==> config.mk <==
export PLATFORM = sky130hd
export DESIGN_NAME = coin_input_conditioner
export DESIGN_NICKNAME = d
export VERILOG_FILES = /design/src/rtl/coin_input_conditioner.sv
export SDC_FILE = /design/constraint.sdc
export NUM_CORES = 1
export LEC_CHECK = 0
export CORE_ASPECT_RATIO = 0.75
export CORE_MARGIN = 2
export CORE_UTILIZATION = 25
export CTS_BUF_LIST = sky130_fd_sc_hd__clkbuf_4 sky130_fd_sc_hd__clkbuf_8
export DETAILED_ROUTE_END_ITERATION = 12
export HOLD_SLACK_MARGIN = 0.08
export MAX_ROUTING_LAYER = met4
export PLACE_DENSITY = 0.49
export SLEW_MARGIN = 5
export SYNTH_ARGS = -nofsm -noshare
export SYNTH_HDL_FRONTEND = slang
export SYNTH_HIERARCHICAL = 1
export SYNTH_SLANG_ARGS = --single-unit
==> constraint.sdc <==
create_clock -name clk -period 3.5 [get_ports clk]
set_clock_uncertainty 0.1 [all_clocks]
set_input_delay 0.525 -clock clk [delete_from_list [all_inputs] [get_ports clk]]
set_output_delay 0.525 -clock clk [all_outputs]
set_load 0.02 [all_outputs]
==> src/rtl/coin_input_conditioner.sv <==
// -----------------------------------------------------------------------------
// coin_input_conditioner
//
// Front end for vending_machine. Synchronises and debounces three raw coin
// sensor lines, turns every clean insertion into one single-cycle pulse on
// a/b/c, arbitrates simultaneous insertions (c > b > a) and enforces a
// lockout window after each credited coin. Coins that are detected but not
// credited are flagged on reject so the coin-return path can act.
//
// Parameters
//   DEBOUNCE_CYCLES  consecutive synchronised samples needed to accept a
//                    level change (>= 1)
//   LOCKOUT_CYCLES   cycles after a credit during which new coins are
//                    rejected (0 = no lockout)
//
// Ports
//   clk           system clock, rising edge
//   reset         synchronous, active-high reset
//   raw_a/b/c     asynchronous, bouncy coin sensor lines (high = coin)
//   a/b/c         one-cycle coin pulses to vending_machine
//   reject        one-cycle pulse, a detected coin was not credited
//   busy          high while the lockout window is active
//   accepted_cnt  running count of credited coins, wraps 255 -> 0
// -----------------------------------------------------------------------------

// -----------------------------------------------------------------------------
// coin_debounce
//
// One sensor channel: two-flop synchroniser, then a debounce filter that only
// accepts a new level after DEBOUNCE_CYCLES consecutive differing samples.
// rise is a registered one-cycle flag marking a 0->1 change of the filtered
// level; falling changes produce nothing.
//
// Ports
//   clk, reset  as in the top level
//   raw         asynchronous sensor line
//   rise        one-cycle flag, filtered level just went high
// -----------------------------------------------------------------------------
module coin_debounce #(
   parameter int DEBOUNCE_CYCLES = 4
) (
   input  logic clk,
   input  logic reset,
   input  logic raw,
   output logic rise
);

   // The counter only ever needs to hold DEBOUNCE_CYCLES-1; reaching the
   // last value on a differing sample is what commits the new level.
   localparam int DBW = (DEBOUNCE_CYCLES > 1) ? $clog2(DEBOUNCE_CYCLES) : 1;
   localparam logic [DBW-1:0] DB_LAST = DBW'(DEBOUNCE_CYCLES - 1);

   logic           s1;
   logic           s2;
   logic           stable;
   logic [DBW-1:0] db_cnt;

   always_ff @(posedge clk) begin
      if (reset) begin
         s1     <= 1'b0;
         s2     <= 1'b0;
         stable <= 1'b0;
         db_cnt <= '0;
         rise   <= 1'b0;
      end else begin
         s1   <= raw;
         s2   <= s1;
         rise <= 1'b0;
         if (s2 != stable) begin
            if (db_cnt == DB_LAST) begin
               stable <= s2;
               db_cnt <= '0;
               rise   <= s2;
            end else begin
               db_cnt <= db_cnt + 1'b1;
            end
         end else begin
            // any agreeing sample restarts the count, so glitches shorter
            // than the window never commit
            db_cnt <= '0;
         end
      end
   end

endmodule

// -----------------------------------------------------------------------------
// Arbiter / lockout FSM
//
//   state   | meaning
//   --------+-----------------------------------------------------------------
//   IDLE    | lock_cnt == 0; the first candidate(s) seen are arbitrated and
//           | the winner credited, the rest rejected
//   LOCKOUT | lock_cnt != 0; counts down every cycle, every candidate is
//           | rejected and the window is never extended
// -----------------------------------------------------------------------------
module coin_input_conditioner #(
   parameter int DEBOUNCE_CYCLES = 4,
   parameter int LOCKOUT_CYCLES  = 8
) (
   input  logic       clk,
   input  logic       reset,
   input  logic       raw_a,
   input  logic       raw_b,
   input  logic       raw_c,
   output logic       a,
   output logic       b,
   output logic       c,
   output logic       reject,
   output logic       busy,
   output logic [7:0] accepted_cnt
);

   localparam int LKW = (LOCKOUT_CYCLES > 0) ? $clog2(LOCKOUT_CYCLES + 1) : 1;
   localparam logic [LKW-1:0] LOCK_LOAD = LKW'(LOCKOUT_CYCLES);
   localparam logic [LKW-1:0] LOCK_LAST = LKW'(1);
   localparam logic           HAS_LOCK  = (LOCKOUT_CYCLES != 0);

   typedef enum logic {
      IDLE    = 1'b0,
      LOCKOUT = 1'b1
   } state_t;

   // bit 2 = c, bit 1 = b, bit 0 = a throughout
   logic [2:0]     cand;
   logic [2:0]     grant_d;
   logic           reject_d;
   logic           credit;
   logic           busy_d;
   state_t         state_q;
   state_t         state_d;
   logic [LKW-1:0] lock_cnt;
   logic [LKW-1:0] lock_d;

   coin_debounce #(.DEBOUNCE_CYCLES(DEBOUNCE_CYCLES)) u_deb_a (
      .clk   (clk),
      .reset (reset),
      .raw   (raw_a),
      .rise  (cand[0])
   );

   coin_debounce #(.DEBOUNCE_CYCLES(DEBOUNCE_CYCLES)) u_deb_b (
      .clk   (clk),
      .reset (reset),
      .raw   (raw_b),
      .rise  (cand[1])
   );

   coin_debounce #(.DEBOUNCE_CYCLES(DEBOUNCE_CYCLES)) u_deb_c (
      .clk   (clk),
      .reset (reset),
      .raw   (raw_c),
      .rise  (cand[2])
   );

   // state register, plus the registered pulse outputs and credit counter
   always_ff @(posedge clk) begin
      if (reset) begin
         state_q      <= IDLE;
         lock_cnt     <= '0;
         a            <= 1'b0;
         b            <= 1'b0;
         c            <= 1'b0;
         reject       <= 1'b0;
         busy         <= 1'b0;
         accepted_cnt <= 8'd0;
      end else begin
         state_q  <= state_d;
         lock_cnt <= lock_d;
         a        <= grant_d[0];
         b        <= grant_d[1];
         c        <= grant_d[2];
         reject   <= reject_d;
         busy     <= busy_d;
         if (credit) begin
            accepted_cnt <= accepted_cnt + 8'd1;
         end
      end
   end

   // next state and lockout timer
   always_comb begin
      state_d = state_q;
      lock_d  = lock_cnt;
      case (state_q)
         IDLE: begin
            // with no lockout configured the FSM stays here, so coins on
            // consecutive cycles are all credited
            if ((|cand) && HAS_LOCK) begin
               state_d = LOCKOUT;
               lock_d  = LOCK_LOAD;
            end
         end
         LOCKOUT: begin
            lock_d = lock_cnt - 1'b1;
            if (lock_cnt == LOCK_LAST) begin
               state_d = IDLE;
            end
         end
         default: begin
            state_d = IDLE;
            lock_d  = '0;
         end
      endcase
   end

   // outputs: arbitration, reject and busy
   always_comb begin
      grant_d  = 3'b000;
      reject_d = 1'b0;
      credit   = 1'b0;
      case (state_q)
         IDLE: begin
            if (cand[2]) begin
               grant_d = 3'b100;
            end else if (cand[1]) begin
               grant_d = 3'b010;
            end else if (cand[0]) begin
               grant_d = 3'b001;
            end
            credit   = |cand;
            reject_d = |(cand & ~grant_d);
         end
         LOCKOUT: begin
            reject_d = |cand;
         end
         default: begin
            grant_d  = 3'b000;
         end
      endcase
      // covers the credit cycle itself (entering LOCKOUT) through the cycle
      // in which the timer reaches zero (leaving LOCKOUT)
      busy_d = (state_q == LOCKOUT) || (state_d == LOCKOUT);
   end

endmodule

==> Word level (Yosys, flattened, before mapping) <==
Cells that the tools add are included.
{ "classes": {"add_sub_neg": 5, "eq_ne": 8, "muxes": 11, "bitwise": 9, "reduce_logical": 13} }
{ "ops": {"columns": ["operator", "n"], "rows": [
  ["3-bit OR reduction", 8],
  ["8-bit by 1-bit adder with 8-bit output, second input constant", 1],
  ["4-bit case mux with 2 select lines", 1],
  ["1-bit inverter", 7],
  ["2-bit by 1-bit adder with 2-bit output, second input constant", 3],
  ["2-bit equality test, second input constant", 3],
  ["3-bit two-way mux", 2],
  ["2-bit AND reduction", 3],
  ["4-bit by 1-bit equality test with 1-bit output, second input constant", 1],
  ["1-bit two-way mux", 4],
  ["4-bit two-way mux", 1],
  ["1-bit case mux with 2 select lines", 2],
  ["4-bit by 1-bit subtractor with 4-bit output, second input constant", 1],
  ["3-bit bitwise AND", 1],
  ["1-bit inequality test", 3],
  ["3-bit inverter", 1],
  ["2-bit two-way mux", 1],
  ["2-bit inequality test, second input constant", 1],
  ["2-bit OR reduction", 1],
  ["1-bit logical OR", 1]
]} }
{ "totals": {"reg_bits": 36, "out_inout_bits": 13, "wordCells": 69} }

==> Logic depth before layout (Yosys ltp) <==
{ "depth": {"depth_word": 8, "mapped_depth": 5} }

==> By module <==
The synthesis kept the hierarchy.
{ "by_module_without_submodules": {"columns": ["module", "n_inst", "cells_per_inst", "area_each_um2", "seq_area_each_um2"], "rows": [
  ["coin_input_conditioner", 1, 85, 785.8, 360.3],
  ["coin_debounce", 3, 15, 201.4, 120.1]
]} }

==> Worst setup path after synthesis <==
Ideal clock, no wire load.
{ "synth_path": {"path_kind": "register to register", "startpoint": "register accepted_cnt[0]", "endpoint": "register accepted_cnt[2]", "setup_ns": 0.070, "t_arrival_ns": 1.351, "slack_ns": 1.978, "stages_incl_launch_ff": 5, "n_path_buf": 0, "period_less_slack_ns": 1.522, "path_cell_list": "dfxtp_1 > ha_1 > inv_1 > or4_1 > a21oi_1"} }
{ "synth_via": {"elab_chain_cells": 1} }
{ "synth_rtl": {"columns": ["item", "line", "source"], "rows": [
  ["start, declared", "111", "output logic [7:0] accepted_cnt"],
  ["start signal, assigned", "176", "accepted_cnt <= accepted_cnt + 8'd1;"],
  ["8-bit by 1-bit adder with 8-bit output", "176", null]
]} }
No other way between the ends.
A chain may end at the register's enable or synchronous reset.

==> Final worst setup path <==
{ "layout_path": {"startpoint": "register accepted_cnt[3]", "endpoint": "output port accepted_cnt[3]"} }
No word-level cell between the ends.

==> impl_summary.log <==
INFO  metric synthSimpleGateAreaFrac = 0.2484
INFO  metric run_status = complete, no violations
INFO  metric postSynthCellCount = 130
INFO  metric final_routed_drc_violation_total = 0
INFO  metric postSynth.topFlopCell = sky130_fd_sc_hd__dfxtp_1
INFO  metric final_cell_count_no_fill = about 230
INFO  metric synth.net_count = ~140
INFO  metric yosys.area_share.adder = 0.06121
INFO  metric ys_top_cells_by_area = sky130_fd_sc_hd__dfxtp_1 52%, sky130_fd_sc_hd__ha_1 5.4%, sky130_fd_sc_hd__a21oi_1 3.2%
INFO  metric cts_root_buf = sky130_fd_sc_hd__clkbuf_8
INFO  metric setup_viol = 0
INFO  metric synth_enable_flop_cells = 0
INFO  metric crit_path_cell_chain = clkdlybuf4s50_1
INFO  metric fmaxAchievable = approximately 520 MHz
INFO  metric cts_hold_repair.buffers = 0
INFO  metric endpoint_kind = output pin
INFO  metric drt-vias-per-instance = approximately 4.5
INFO  metric net_switching_power_of_the_design = between 150 and 200 uW
INFO  metric first_pass_iters = 4
INFO  metric fin_total_pwr = roughly 750 uW
INFO  metric postRouteAntennaNets = 0
INFO  metric cts.path.max_buffers = 2
INFO  metric drt-total-wl = 2.502 mm
INFO  metric initial_utilization = 0.2597
INFO  metric largest_net_degree_at_the_start_of_global_routing = 38
INFO  metric final_layout_size_suffix_gt1_frac = 0.1192
INFO  metric cts_setup_buffers = 0
INFO  metric core_area = 0.005353 sq mm
INFO  metric worstPathBufferInverterCount = 1
INFO  metric synth_top_area_frac = 0.5185
INFO  metric path_clk_slew = around 0.07 ns
INFO  metric synthArstFlopShare = 0
INFO  metric grt_antenna_before_repair = 0
INFO  metric synth_seq_cells = 36
INFO  metric power.sequential.fraction = 0.555
INFO  metric place.detailed.hpwl = 1.668 mm
INFO  metric layout_net_count = 161
INFO  metric critical_path_cell_count = 1
INFO  metric cellLeakagePower = a little under 0.6 nW
INFO  metric power.switching_fraction = 0.2015
INFO  metric initial_drc_count = 47
INFO  metric grt_setup_unrepaired = no
INFO  metric cts_inserted_buffers = 5
INFO  metric max_stage_delay = 0.63 ns
INFO  metric maxSlewHeadroom = 0.4022
INFO  metric crit_path_max_fanout = 5
INFO  metric ctsHtreeMaxLevel = 2
INFO  metric footprint_of_the_multi_input_gates = ~630 sq um
INFO  metric synth.cell_area = 0.001390 sq mm
INFO  metric timing_worst_setup_path_type = flop to output pin
INFO  metric place.port_buffers = 17
INFO  metric fp.dieW = 90.11 um
INFO  metric core.rowCount = 23
INFO  metric ir_worst_vdd = 0.1736 mV
INFO  metric slowest_stage = sky130_fd_sc_hd__clkdlybuf4s50_1
INFO  metric synth_commonest_cells = 36 x sky130_fd_sc_hd__dfxtp_1, 11 x sky130_fd_sc_hd__nor2_1, 9 x sky130_fd_sc_hd__a21oi_1
INFO  metric globalRoute.totalOverflow = 0
INFO  metric area_overhead_vs_synth = 24.84%
INFO  metric worst_r2r_path_depth = 3
INFO  metric die_height = approximately 69 um
INFO  metric final.hold.worst_slack = 0.3243 ns
INFO  metric actual_slew_at_the_worst_max_slew_pin = 0.8918 ns
INFO  metric pwr_density_cell = 431.9 mW/mm^2
INFO  metric comb_power_frac = 0.024
INFO  metric timing.final.crit_share = 0.5540
INFO  metric layout.area.seq = 720.7 sq um
INFO  metric arrival = 1.31 ns
INFO  metric synth_xor_xnor_area_share = 0.01890
INFO  metric worst-endpoint-required = ~2.9 ns
INFO  metric via_count = about 1.0k
INFO  metric fin_setup_tns = 0 ns
INFO  metric maxCapViolCount = 0
INFO  metric overall_die_area = 0.006179 sq mm
INFO  metric cellInternalPower = 598.5 uW
INFO  metric synthMostInstantiatedCell = sky130_fd_sc_hd__dfxtp_1
INFO  metric synth_mux_area_frac = 0.03690
INFO  metric grt_first_pass_wirelength = 4.491 mm
INFO  metric startpoint_type = flop
INFO  metric final-hold-violation-count = 0
INFO  metric synth_compound_gate_area_share = 0.08821
INFO  metric final_weighted_congestion_in_routability_driven_placement = roughly 0.67
INFO  metric critPathTopFamily = buffers and inverters
INFO  metric post-synth-top-area-cell = sky130_fd_sc_hd__dfxtp_1
INFO  metric grt_pass1_vias = 979
INFO  metric min_path_type = flop to flop
INFO  metric clock_tree_from_tritoncts = done
INFO  metric num-fill-cells = about 570
INFO  metric num_antenna_cells = 0
INFO  metric post_layout_util = 0.3242
INFO  metric clock-sinks = 36
INFO  metric synth.avg_cell_area = 10.69 sq um
INFO  metric track_usage = 0.09713
INFO  metric design.portCount = 18
INFO  metric period_needed = just under 2 ns
INFO  metric clock_latency_at_the_later_pin_of_the_worst_skew_pair = ~0.28 ns
INFO  metric cts_repair_resize_count = 0
INFO  metric synth.distinct_cells = 33
INFO  metric worst_hold_path.num_cells = 1
INFO  metric seq_area_frac_synth = 0.5185
INFO  metric wl_per_cell = 11.07 um
INFO  metric timing.reg2reg.setup_slack = 1.66 ns
INFO  metric synthesis.yosys.warnings = 6
INFO  metric place_inst = 218
INFO  metric slew_viol_final = 0
INFO  metric clkPwrFrac = 0.421
INFO  metric combinational_family_with_the_most_area_after_synthesis = simple AND/OR/NAND/NOR gates
## sequential cells by signal (all words and copies together) (netlist names), 2 cells and up
name / flops
u_deb_a/db_cnt: 2
lock_cnt: 4
u_deb_c/db_cnt: 2
accepted_cnt: 8
u_deb_b/db_cnt: 2
## power by group through the flow
stage	Combinational, mW	Sequential (mW)	Clock (mW)
3_3_place_gp	0.0177	0.425	0
4_1_cts	0.0182	0.416	0.330
2_1_floorplan	0.00869	0.425	0
5_1_grt	0.0204	0.416	0.351
3_5_place_dp	0.0182	0.425	0
6_report	0.0179	0.416	0.316
## path summary, 6_finish.rpt
| check | startpoint | end |
|---|---|---|
| worst max-delay path | accepted_cnt[3]$_SDFFE_PP0P_ | accepted_cnt[3] |
| worst min-delay path | u_deb_a/db_cnt[0]$_SDFF_PP0_ | u_deb_a/db_cnt[0]$_SDFF_PP0_ |
| worst max register to register | u_deb_b/rise$_SDFF_PP0_ | accepted_cnt[7]$_SDFFE_PP0P_ |
| worst min register to register | u_deb_a/db_cnt[0]$_SDFF_PP0_ | u_deb_a/db_cnt[0]$_SDFF_PP0_ |
## kinds of logic (layout without fill, tap and decap cells)
logic type      Yosys count  in the layout
simple gates             50             50
flops                    36             36
compound gates           20             20
buf+inv                   9             30
fa+ha+maj                 7              7
mux                       5              5
xor+xnor                  3              3
## placed cells by master (no fill, tap or decap), types with 2 or more instances in the layout
master                            netlist  final
sky130_fd_sc_hd__dfxtp_1               36     36
sky130_fd_sc_hd__o21ai_1                2      2
sky130_fd_sc_hd__mux2i_1                4      4
sky130_fd_sc_hd__ha_1                   6      6
sky130_fd_sc_hd__nor2b_1                7      7
sky130_fd_sc_hd__nor4b_2                3      3
sky130_fd_sc_hd__xnor2_1                3      3
sky130_fd_sc_hd__nand3b_1               2      2
sky130_fd_sc_hd__a21oi_1                9      9
sky130_fd_sc_hd__nor3_1                 3      3
sky130_fd_sc_hd__inv_1                  3      3
sky130_fd_sc_hd__nand3_1                3      3
sky130_fd_sc_hd__clkbuf_4               0      2
sky130_fd_sc_hd__nor2_1                11     11
sky130_fd_sc_hd__clkdlybuf4s50_1        0     17
sky130_fd_sc_hd__nand2_1                2      2
sky130_fd_sc_hd__nor4b_1                3      3
sky130_fd_sc_hd__clkbuf_8               0      6
sky130_fd_sc_hd__and4bb_2               3      3
sky130_fd_sc_hd__o31ai_1                5      5
sky130_fd_sc_hd__or4_1                  5      5
sky130_fd_sc_hd__nor4_1                 4      4
## metrics by stage
stage | instance area, sq um | setup slack, ns
floorplan | 1390 | 1.978
global placement | 1638 | 1.594
detailed placement | 1638 | 1.569
CTS | 1735 | 1.548
global route | 1735 | 1.493
finish | 1735 | 1.561
## per-layer routing
| layer | global-route usage | vias up | routed length [um] |
|---|---|---|---|
| met5 | - | - | 0 |
| met4 | 0.04423 | 0 | 25 |
| met3 | 0.04674 | 4 | 173 |
| met2 | 0.1513 | 25 | 1029 |
| met1 | 0.1079 | 469 | 1274 |
| li1 | - | 510 | - |
## cell type report
type / count / share of cell area
inverters: 4 / 0.008652
clock buffers: 8 / 0.05624
multi-input cells: 85 / 0.3634
flip-flops and latches: 36 / 0.4153
repair buffers: 18 / 0.1024
well taps: 75 / 0.05407
Power figures use the tool's default switching activity.
